## src/rtl/lbm_moment_sequencer.sv

```systemverilog
// Serial D2Q9 moment engine: one shared add/sub datapath folds nine distributions into rho/jx/jy,
// with a held result register so the next node can accumulate while downstream is stalled.
module lbm_moment_sequencer #(
   parameter int unsigned DATA_WIDTH = 64,
   parameter int unsigned NODE_W     = 16
) (
   input  logic                  i_clk,
   input  logic                  i_rst,
   input  logic                  i_flush,
   input  logic                  i_f_valid,
   output logic                  o_f_ready,
   input  logic [DATA_WIDTH-1:0] i_f_data,
   output logic                  o_busy,
   output logic                  o_m_valid,
   input  logic                  i_m_ready,
   output logic [DATA_WIDTH-1:0] o_rho,
   output logic [DATA_WIDTH-1:0] o_jx,
   output logic [DATA_WIDTH-1:0] o_jy,
   output logic [NODE_W-1:0]     o_node_cnt
);

   typedef enum logic [3:0] {
      PhS0, PhS1, PhS2, PhS3, PhS4, PhS5, PhS6, PhS7, PhS8
   } phase_e;

   typedef enum logic {OutEmpty, OutFull} out_e;

   typedef enum logic [1:0] {DirZero, DirPos, DirNeg} dir_e;

   phase_e r_phase, w_phase_d;
   out_e   r_out, w_out_d;

   logic [DATA_WIDTH-1:0] r_acc_rho, r_acc_jx, r_acc_jy;
   logic [DATA_WIDTH-1:0] w_acc_rho_d, w_acc_jx_d, w_acc_jy_d;
   logic [DATA_WIDTH-1:0] r_rho, r_jx, r_jy;
   logic [DATA_WIDTH-1:0] w_rho_d, w_jx_d, w_jy_d;
   logic [DATA_WIDTH-1:0] w_sum_rho, w_sum_jx, w_sum_jy;
   logic [NODE_W-1:0]     r_node_cnt, w_node_cnt_d;

   logic w_full, w_f_ready, w_accept, w_handoff, w_last;
   dir_e w_ex_dir, w_ey_dir;

   function automatic logic [DATA_WIDTH-1:0] apply_dir(input logic [DATA_WIDTH-1:0] acc,
                                                       input logic [DATA_WIDTH-1:0] f,
                                                       input dir_e dir);
      logic [DATA_WIDTH-1:0] res;
      res = acc;
      unique case (dir)
         DirPos:  res = acc + f;
         DirNeg:  res = acc - f;
         default: res = acc;
      endcase
      return res;
   endfunction

   // Lattice direction table: ex = {0,1,0,-1,0,1,-1,-1,1}, ey = {0,0,1,0,-1,1,1,-1,-1}.
   always_comb begin
      w_ex_dir = DirZero;
      w_ey_dir = DirZero;
      unique case (r_phase)
         PhS1:    begin w_ex_dir = DirPos;  w_ey_dir = DirZero; end
         PhS2:    begin w_ex_dir = DirZero; w_ey_dir = DirPos;  end
         PhS3:    begin w_ex_dir = DirNeg;  w_ey_dir = DirZero; end
         PhS4:    begin w_ex_dir = DirZero; w_ey_dir = DirNeg;  end
         PhS5:    begin w_ex_dir = DirPos;  w_ey_dir = DirPos;  end
         PhS6:    begin w_ex_dir = DirNeg;  w_ey_dir = DirPos;  end
         PhS7:    begin w_ex_dir = DirNeg;  w_ey_dir = DirNeg;  end
         PhS8:    begin w_ex_dir = DirPos;  w_ey_dir = DirNeg;  end
         default: begin w_ex_dir = DirZero; w_ey_dir = DirZero; end
      endcase
   end

   assign w_full    = (r_out == OutFull);
   // The final beat can only stall when the held result has nowhere to go.
   assign w_f_ready = !i_rst && !i_flush && !((r_phase == PhS8) && w_full && !i_m_ready);
   assign w_accept  = i_f_valid && w_f_ready;
   assign w_handoff = w_full && i_m_ready;
   assign w_last    = w_accept && (r_phase == PhS8);

   assign w_sum_rho = r_acc_rho + i_f_data;
   assign w_sum_jx  = apply_dir(r_acc_jx, i_f_data, w_ex_dir);
   assign w_sum_jy  = apply_dir(r_acc_jy, i_f_data, w_ey_dir);

   always_comb begin
      w_phase_d = r_phase;
      if (i_flush) begin
         w_phase_d = PhS0;
      end else if (w_accept) begin
         if (r_phase == PhS8) begin
            w_phase_d = PhS0;
         end else begin
            w_phase_d = phase_e'(r_phase + 4'd1);
         end
      end
   end

   always_comb begin
      w_out_d = r_out;
      unique case (r_out)
         OutEmpty: if (w_last) w_out_d = OutFull;
         OutFull: begin
            if (w_last) begin
               w_out_d = OutFull;
            end else if (i_m_ready) begin
               w_out_d = OutEmpty;
            end
         end
         default: w_out_d = OutEmpty;
      endcase
   end

   always_comb begin
      w_acc_rho_d  = r_acc_rho;
      w_acc_jx_d   = r_acc_jx;
      w_acc_jy_d   = r_acc_jy;
      w_rho_d      = r_rho;
      w_jx_d       = r_jx;
      w_jy_d       = r_jy;
      w_node_cnt_d = r_node_cnt;
      if (w_accept) begin
         // S0 loads rather than adds, so no explicit clear is needed between nodes.
         if (r_phase == PhS0) begin
            w_acc_rho_d = i_f_data;
            w_acc_jx_d  = '0;
            w_acc_jy_d  = '0;
         end else begin
            w_acc_rho_d = w_sum_rho;
            w_acc_jx_d  = w_sum_jx;
            w_acc_jy_d  = w_sum_jy;
         end
      end
      if (w_last) begin
         w_rho_d = w_sum_rho;
         w_jx_d  = w_sum_jx;
         w_jy_d  = w_sum_jy;
      end
      if (w_handoff) begin
         w_node_cnt_d = r_node_cnt + 1'b1;
      end
   end

   always_ff @(posedge i_clk) begin
      if (i_rst) begin
         r_phase <= PhS0;
         r_out   <= OutEmpty;
      end else begin
         r_phase <= w_phase_d;
         r_out   <= w_out_d;
      end
   end

   always_ff @(posedge i_clk) begin
      if (i_rst) begin
         r_acc_rho  <= '0;
         r_acc_jx   <= '0;
         r_acc_jy   <= '0;
         r_rho      <= '0;
         r_jx       <= '0;
         r_jy       <= '0;
         r_node_cnt <= '0;
      end else begin
         r_acc_rho  <= w_acc_rho_d;
         r_acc_jx   <= w_acc_jx_d;
         r_acc_jy   <= w_acc_jy_d;
         r_rho      <= w_rho_d;
         r_jx       <= w_jx_d;
         r_jy       <= w_jy_d;
         r_node_cnt <= w_node_cnt_d;
      end
   end

   assign o_f_ready  = w_f_ready;
   assign o_busy     = (r_phase != PhS0);
   assign o_m_valid  = w_full;
   assign o_rho      = r_rho;
   assign o_jx       = r_jx;
   assign o_jy       = r_jy;
   assign o_node_cnt = r_node_cnt;

endmodule

```

## config.mk

```make
export PLATFORM = sky130hd
export DESIGN_NAME = lbm_moment_sequencer
export DESIGN_NICKNAME = d
export VERILOG_FILES = /design/src/rtl/lbm_moment_sequencer.sv
export SDC_FILE = /design/constraint.sdc
export NUM_CORES = 2
export LEC_CHECK = 0
export CAP_MARGIN = 0
export CORE_ASPECT_RATIO = 0.6
export CORE_MARGIN = 4
export CORE_UTILIZATION = 47
export DETAILED_ROUTE_END_ITERATION = 6
export GPL_TIMING_DRIVEN = 0
export PLACE_DENSITY = 0.68
export SYNTH_ARGS = -nofsm -noshare
export SYNTH_HDL_FRONTEND = slang
export SYNTH_SLANG_ARGS = --single-unit
```

## constraint.sdc

```tcl
create_clock -name i_clk -period 10.13 [get_ports i_clk]
set_clock_uncertainty 0.1 [all_clocks]
set_input_delay 1.5195 -clock i_clk [delete_from_list [all_inputs] [get_ports i_clk]]
set_output_delay 1.5195 -clock i_clk [all_outputs]
set_load 0.1 [all_outputs]
```

==> flow_summary.toml <==
[timing]
fin_crit_sh_pct = 94.31
timing_hold_violations_final = 0
setup_tns_ns = 0
setup_viol = 0
slew_viol_final = 0
max_slew_margin_pct = 4.690
tightest_slew_ns = 1.430
grt_setup_unrepaired = "false"
fmax_mhz = 104.7
finalCriticalPeriod_ns = 9.553

[die]
dieArea_um2 = 66930
die_y_um = 202.0
fp.dieW_um = 331.3
row_count = 70
io_pins = 280
core_um2 = 61480
initial_core_util_pct = 47.95

[yosys]
syn_inst = 4041
syn-cell-area_um2 = 29480
syn_avg_cell_area_um2 = 7.295
syn-num-nets = 4312
synthArstFlopShare_pct = 0
synthFlopType = "dfxtp_1"
ys_warn_count = 0
ys_ff_latch = 409
synth-edff-count = 0
ys_seq_area_share_pct = 27.77
synth.distinct_cells = 80

[route]
remaining_drc_errors = 0
firstDrtPassIters = 6
antenna_left = 0
vias = 32410
viasPerCell = 6.206
routed_wirelength_um = 132400
drtIter0Drc = 4594
wl_per_cell_um = 25.36

[worst_setup_path]
worstSetupPathType = "primary input to flip-flop"
start_kind = "primary input"
crit_required_ns = 10.50
path_max_fanout = 9
arrival_ns = 9.92
setup.worst_path.end_class = "flip-flop"

[cts]
cts-buffers-inserted = 43
clk_pin_slew_worst_paths_ns = 0.07
htreeDepth = 2
tritoncts = "done"
holdBufCountCts = 0
clock_latency_ns = 0.62
clockBufferDepth = 3
cts_sinks = 409
root_buffer = "clkbuf_16"

[global_routing]
antenna_found_initial = 0
grt_max_degree = 15
grt_pass1_vias = 28900
track_usage_pct = 37.35
grt_overflow = 0
grt_pass1_wl_um = 190000

[finish]
utilization_pct = 56.54
nFillCells = 6075
insertedDiodeCount = 0
layout_commonest_cell = "nor2_1"
area_growth_pct = 17.91
multiInputGateArea_um2 = 19970
final_net_count = 4636
ff_latch_area_um2 = 8188
drive_gt1_share_pct = 2.367
final_cell_mix = "525 x nor2_1, 497 x nand2_1, 462 x a21oi_1"

[power]
worst_ir_drop_vdd_mv = 0.1134
p_leak_nw = 13.43
pwr_density_cell_nw_per_um2 = 113.6

[min_path]
hp-class = "flip-flop to flip-flop"

[place]
place.gp.congestion = 1.027
dp_hpwl_um = 104000
io_buffers = 278

[run_status]
status = "finished, final reports clean"

[run]
cap_violations = 0
[synth_stat cells (51+ instances only)]
cell / instances / area [um^2]
xor2_1: 83 / 727.0
xnor2_1: 232 / 2032
o21ai_0: 293 / 1466
ha_1: 199 / 2490
inv_1: 75 / 281.5
o21bai_1: 51 / 382.9
nand4_1: 57 / 356.6
nand2_1: 497 / 1866
nand3_1: 56 / 280.3
nor3_1: 108 / 540.5
nor2_1: 526 / 1974
a22oi_1: 64 / 480.5
a21o_1: 112 / 840.8
a21oi_1: 462 / 2312
clkbuf_1: 247 / 927.1
dfxtp_1: 409 / 8188
[registers in the layout, summed over array words and instances (netlist names)]
name,count
w_ex_dir,2
r_acc_jx,64
o_jy,64
w_ey_dir,2
o_jx,64
r_phase,4
o_node_cnt,16
r_acc_rho,64
o_m_valid,1
r_acc_jy,64
o_rho,64
[routing by layer]
layer	routed length, um	track usage, %
met1	60870	56.19
met4	4727	12.97
met5	0	0
met3	16780	11.00
met2	50050	49.65
[kinds of logic after synthesis]
kind of cell / count (synthesis) / share of synthesized area, %
simple gates: 1447 / 21.80
mux: 27 / 0.9167
fa+ha+maj: 202 / 8.650
xor+xnor: 315 / 9.358
flops: 409 / 27.77
buf+inv: 352 / 4.520
compound gates: 1289 / 26.98
[per-stage QoR]
stage / area (um^2) / hold slack, ns / setup slack [ns] / instances / total power, mW
2_1_floorplan: 29480 / 0.3445 / 3.238 / 4041 / 2.038
3_3_place_gp: 33300 / 0.3410 / 0.07487 / 5147 / 2.255
3_5_place_dp: 33300 / 0.3456 / 0.2107 / 5147 / 2.253
4_1_cts: 34740 / 0.3544 / 0.8107 / 5221 / 3.926
5_1_grt: 34760 / 0.3766 / 0.2140 / 5222 / 4.039
6_report: 34760 / 0.3536 / 0.5766 / 5222 / 3.947
[report_power, final]
part           leakage (nW)  internal (mW)  total (mW)  switching [mW]
clock network         0.700          0.951        1.70           0.752
logic                  9.43          0.192       0.615           0.423
registers              3.30           1.62        1.63         0.00834
[repair_timing]
action	CTS	global route
gates resized for setup	0	1
endpoints found under the setup margin	0	2
setup buffers	0	0
[final timing paths]
kind          startpoint            to  slack [ns]  depth (start not counted)
max reg2reg  w_ex_dir[0]  r_acc_jx[58]        2.97                         18
min reg2reg    o_rho[33]     o_rho[33]        0.35                          2
max          i_f_data[8]  r_acc_jx[56]        0.58                         22
min            o_rho[33]     o_rho[33]        0.35                          2
[critical path: stages]
cell             delay (ns)
clkdlybuf4s50_1        0.47
clkbuf_1               0.25
nor4_1                 1.19
and2_1                 0.27
and3_1                 0.15
buf_2                  0.21
nand3_1                0.43
nor4_1                 0.57
nor4b_1                0.55
and2_1                 0.25
nor2_1                 0.06
xnor2_1                0.18
ha_1                   0.42
and2_1                 0.23
nand3_1                0.18
or4_1                  0.54
a2111oi_0              1.00
nor3_1                 0.24
o31ai_1                0.65
a21oi_1                0.20
xor2_1                 0.23
o21ai_0                0.12
[area by class of cell]
class | instances | area share [%]
Multi-Input combinational cell | 3280 | 57.45
Sequential cell | 409 | 23.55
Buffer | 276 | 3.013
Clock inverter | 15 | 0.4823
Inverter | 76 | 0.8206
Timing Repair Buffer | 279 | 8.048
Tap cell | 828 | 2.980
Clock buffer | 59 | 3.650
Note: power is estimated with default switching activity, not from simulation.
